[src/rtl/segled_bcd_converter.sv]
// Sequential binary-to-BCD converter (double-dabble) for seven-segment displays.
// Publishes the packed BCD result, a leading-zero blanking mask and an overflow flag.
module segled_bcd_converter #(
  parameter int unsigned DATA_W = 20,
  parameter int unsigned DIGITS = 6
) (
  input  logic                  clk,
  input  logic                  rst_n,
  input  logic [DATA_W-1:0]     bin_in,
  input  logic                  start,
  output logic                  busy,
  output logic                  done,
  output logic [4*DIGITS-1:0]   bcd_out,
  output logic [DIGITS-1:0]     blank,
  output logic                  ovf
);

  localparam int unsigned BCD_W = 4 * DIGITS;
  localparam int unsigned SR_W  = BCD_W + DATA_W;
  localparam int unsigned CNT_W = $clog2(DATA_W + 1);

  function automatic logic [63:0] pow10(input int unsigned n);
    logic [63:0] r;
    r = 64'd1;
    for (int unsigned i = 0; i < n; i++) r = r * 64'd10;
    return r;
  endfunction

  localparam logic [63:0]       MAX_VAL   = pow10(DIGITS) - 64'd1;
  localparam logic [CNT_W-1:0]  LAST_CNT  = CNT_W'(DATA_W - 1);
  localparam logic [BCD_W-1:0]  NINES     = {DIGITS{4'h9}};
  localparam logic [DIGITS-1:0] BLANK_RST = {{(DIGITS-1){1'b1}}, 1'b0};

  typedef enum logic [1:0] {IDLE, SHIFT, DONE} state_t;

  state_t             state_q, state_d;
  logic [BCD_W-1:0]   bcd_q, bcd_d;
  logic [DATA_W-1:0]  bin_q, bin_d;
  logic [CNT_W-1:0]   cnt_q, cnt_d;
  logic               ovf_cap_q, ovf_cap_d;
  logic               busy_d, done_d, ovf_d;
  logic [BCD_W-1:0]   bcd_out_d;
  logic [DIGITS-1:0]  blank_d;

  logic [BCD_W-1:0]   adj;
  logic [SR_W-1:0]    sh;
  logic [BCD_W-1:0]   res;
  logic [DIGITS-1:0]  blk;
  logic               zero_run;

  // State and datapath registers
  always_ff @(posedge clk or negedge rst_n) begin
    if (!rst_n) begin
      state_q   <= IDLE;
      bcd_q     <= '0;
      bin_q     <= '0;
      cnt_q     <= '0;
      ovf_cap_q <= 1'b0;
      busy      <= 1'b0;
      done      <= 1'b0;
      bcd_out   <= '0;
      blank     <= BLANK_RST;
      ovf       <= 1'b0;
    end else begin
      state_q   <= state_d;
      bcd_q     <= bcd_d;
      bin_q     <= bin_d;
      cnt_q     <= cnt_d;
      ovf_cap_q <= ovf_cap_d;
      busy      <= busy_d;
      done      <= done_d;
      bcd_out   <= bcd_out_d;
      blank     <= blank_d;
      ovf       <= ovf_d;
    end
  end

  // Next-state, double-dabble step and result formatting
  always_comb begin
    state_d   = state_q;
    bcd_d     = bcd_q;
    bin_d     = bin_q;
    cnt_d     = cnt_q;
    ovf_cap_d = ovf_cap_q;
    busy_d    = busy;
    done_d    = 1'b0;
    bcd_out_d = bcd_out;
    blank_d   = blank;
    ovf_d     = ovf;

    adj = bcd_q;
    for (int i = 0; i < int'(DIGITS); i++) begin
      if (bcd_q[4*i +: 4] >= 4'd5) adj[4*i +: 4] = bcd_q[4*i +: 4] + 4'd3;
    end
    sh = {adj, bin_q} << 1;

    // Overflowed inputs saturate to all nines; the shifted value is meaningless then
    res = ovf_cap_q ? NINES : bcd_q;
    zero_run = 1'b1;
    blk      = '0;
    for (int i = int'(DIGITS) - 1; i >= 1; i--) begin
      zero_run = zero_run && (res[4*i +: 4] == 4'd0);
      blk[i]   = zero_run;
    end

    case (state_q)
      IDLE: begin
        if (start) begin
          bin_d     = bin_in;
          bcd_d     = '0;
          cnt_d     = '0;
          ovf_cap_d = 64'(bin_in) > MAX_VAL;
          busy_d    = 1'b1;
          state_d   = SHIFT;
        end
      end
      SHIFT: begin
        bcd_d = sh[SR_W-1:DATA_W];
        bin_d = sh[DATA_W-1:0];
        cnt_d = cnt_q + CNT_W'(1);
        if (cnt_q == LAST_CNT) state_d = DONE;
      end
      DONE: begin
        bcd_out_d = res;
        blank_d   = ovf_cap_q ? '0 : blk;
        ovf_d     = ovf_cap_q;
        done_d    = 1'b1;
        busy_d    = 1'b0;
        state_d   = IDLE;
      end
      default: state_d = IDLE;
    endcase
  end

endmodule

[config.mk]
export PLATFORM = sky130hd
export DESIGN_NAME = segled_bcd_converter
export DESIGN_NICKNAME = d
export VERILOG_FILES = /design/src/rtl/segled_bcd_converter.sv
export SDC_FILE = /design/constraint.sdc
export NUM_CORES = 1
export LEC_CHECK = 0
export ABC_CLOCK_PERIOD_IN_PS = 1600
export CAP_MARGIN = 20
export CORE_ASPECT_RATIO = 0.6
export CORE_MARGIN = 2
export CORE_UTILIZATION = 50
export DETAILED_ROUTE_END_ITERATION = 10
export PLACE_DENSITY = 0.77
export SLEW_MARGIN = 25
export SYNTH_ARGS = -nofsm -noshare
export SYNTH_HDL_FRONTEND = slang
export SYNTH_SLANG_ARGS = --single-unit
export TNS_END_PERCENT = 20
[constraint.sdc]
create_clock -name clk -period 1.6 [get_ports clk]
set_input_delay 0.16 -clock clk [delete_from_list [all_inputs] [get_ports clk]]
set_output_delay 0.16 -clock clk [all_outputs]
set_load 0.05 [all_outputs]
==> reports/qor.txt <==
Crit path required time = 1.85 ns
Clock slew at reported path FFs = 0.06 ns
Final Hold Vio Count = 0
Vias in the first global route = 3432
CP max FO = 2
Pins Over Slew Limit = 0
Drt wl/cell = 17.3 µm
Syn_nets = 454
CTS sink cnt = 84
HPWL after DPL = 7.24 mm
Synthesis-stage register bit count = 84
Avg Vias per Cell = 5.91
1st-iter DRT viols = 289
Crit. End Element = register
Maximum vdd drop = 910 µV
# DRC = 0
WHS = 0.313 ns
Starting Density = 51.9%
TritonCTS clock tree = yes
Wire length of the first global-routing pass = 17.3 mm
Average size of a mapped cell = 9.87 µm²
Worst clock skew = 0.00518 ns
Post-synth top area cell = dfrtp_1
Largest net degree at the start of global routing = 33
Placed cell areas = 4950 µm²
N_diodes = 0
Top FF cell, synth = dfrtp_1
Mapped cell area = 4130 µm²
Row cnt = 25
Drt pass-1 iters = 4
Die ar. = 9020 µm²
Worst Hold Class = in2async
Max-Cap Viols = 0
GP Congestion = 0.817
FFs w/ async S/R, synth = 100%
Yosys warns = 0
Mapped Cells = 418
NumNets Final = 526
Number of routed nets with antenna violations = 0
TritonCTS Buffers = 9
I/O pins = 56
Post-route cell area = 5280 µm²
RSZ-0062 raised after global routing = yes
Power Density = 1860 nW/µm²
Die W = 121 µm
Initial antenna violation count = 0
WS Path Type = reg2reg
Floorplan Core Area = 7950 µm²
H-tree Lvls = 3
Minimum clock period = 1.73 ns
Worst EP arrival = 1.98 ns
Die height = 74.4 µm
IO buf count = 54
Critical path startpoint = bcd_q[11]
Gr ovfl total = 0
Placed insts = 586
Endpoints failing setup = 3
Leakage = 2.38 nW
Status = complete, but fails checks
Final wirelength = 10.4 mm
Sequential-to-total area share from yosys stat = 51.1%
GR Util All Layers = 24.6%
Failing checks = negative setup slack
Share of cells above drive strength 1 = 20.2%
P&R area growth vs syn = 27.9%
Synth area leaders = dfrtp_1, o21ai_0, nand2_1, nor2b_1, ha_1
Post-synth top area share = 47.9%
Clock tree buffer depth = 2
Final Util = 66.4%
Setup WS post-layout = -0.126 ns
Number of flops mapped to enable cells by yosys = 0
Skew-Pair Late Insertion Delay = 0.34 ns
Clock Tree Root = clkbuf_16
Synth cell types = 42
Tcrit/Tclk final = 108%
Fmax achieved = 579 MHz
Post-route insts no fill = 603
FF-to-FF Start = bcd_q[11]
Fill count = 638
Startpoint Class = register
Vias = 3563
synth_stat cells (5+ instances only):
cell	count
a21oi_1	19
a22oi_1	19
a32o_1	6
buf_1	8
clkbuf_1	15
dfrtp_1	79
dfstp_2	5
ha_1	13
inv_1	25
nand2_1	58
nor2b_1	27
o2111ai_1	12
o21a_1	6
o21ai_0	44
o221ai_1	6
o311ai_0	6
o31ai_1	18
o32ai_1	5
xnor2_1	5
registers in the layout, summed over array words and instances (netlist names), 2 cells and up:
name     count
bcd_out     24
bcd_q       24
bin_q       20
blank        5
cnt_q        5
state_q      2
report_power, final:
group          total (W)  internal (W)  switching, W
registers        0.00339       0.00282      0.000566
clock network    0.00191       0.00109      0.000822
logic            0.00454       0.00192       0.00262
worst max-delay path: stages, from the launching register on:
cell     delay, ns
dfrtp_1       0.39
or4_4         0.54
or4_4         0.51
o31ai_2       0.19
cells by family (layout without fill, tap and decap cells):
kind of cell / after synthesis / in the layout / share of synthesized area, %
AO/OA/AOI/OAI: 153 / 153 / 25.5
AND/OR/NAND/NOR: 107 / 107 / 12.8
flip-flops: 84 / 84 / 51.1
buffers and inverters: 53 / 130 / 5.03
adder cells (fa/ha/maj): 13 / 13 / 3.94
XOR/XNOR: 5 / 5 / 1.06
multiplexers: 2 / 2 / 0.485
other: 1 / 1 / 0.0909
worst paths after layout:
path	end	cells after the start	slack (ns)
max	blank[1]	3	-0.13
max reg2reg	blank[1]	3	-0.13
max in group asynchronous	blank[2]	3	0.71
min in group clk	bin_q[5]	3	0.45
min	bcd_out[10]	2	0.31
min reg2reg	bcd_out[11]	2	0.47
cells in the final DEF, fill, tap and decap left out, types with 12 or more instances in the layout:
master / instances
buf_4: 59
ha_1: 12
nor2b_1: 23
a22oi_1: 19
clkdlybuf4s50_1: 21
nand2_1: 58
a21oi_1: 19
o21ai_0: 44
o2111ai_1: 12
dfrtp_1: 79
o31ai_1: 18
inv_1: 24
final cells by class:
class,instances,area (µm²),area share (%)
Clock buffer,12,246,4.67
Tap cell,108,135,2.56
Timing Repair Buffer,89,815,15.4
Inverter,25,93.8,1.78
Multi-Input combinational cell,281,1850,35.1
Clock inverter,4,25.0,0.474
Sequential cell,84,2110,40.0
per-stage QoR:
step	total power, W	setup WS [ns]	TNS (ns)
after floorplan	0.00611	-0.0220	-0.0220
after global placement	0.00750	-0.0653	-0.0673
after detailed placement	0.00770	-0.0993	-0.210
after CTS	0.00967	-0.101	-0.123
after global routing	0.0105	-0.147	-0.414
final	0.00984	-0.126	-0.188
per-layer routing:
metal / up-vias / GRT usage (%) / share of wire (%)
met5: - / 0 / 0
met4: 0 / 7.28 / 0.92
met3: 12 / 5.83 / 6.3
met2: 121 / 36.2 / 45
met1: 1757 / 36.4 / 48
li1: 1673 / - / -
repair_timing:
item,CTS,global route
gates resized for setup,3,13
buffers inserted,0,0
setup endpoints to repair,3,18
hold endpoints to repair,23,0
hold buffers,1,0
pin swaps,1,1
(Power assumes the default switching activity.)
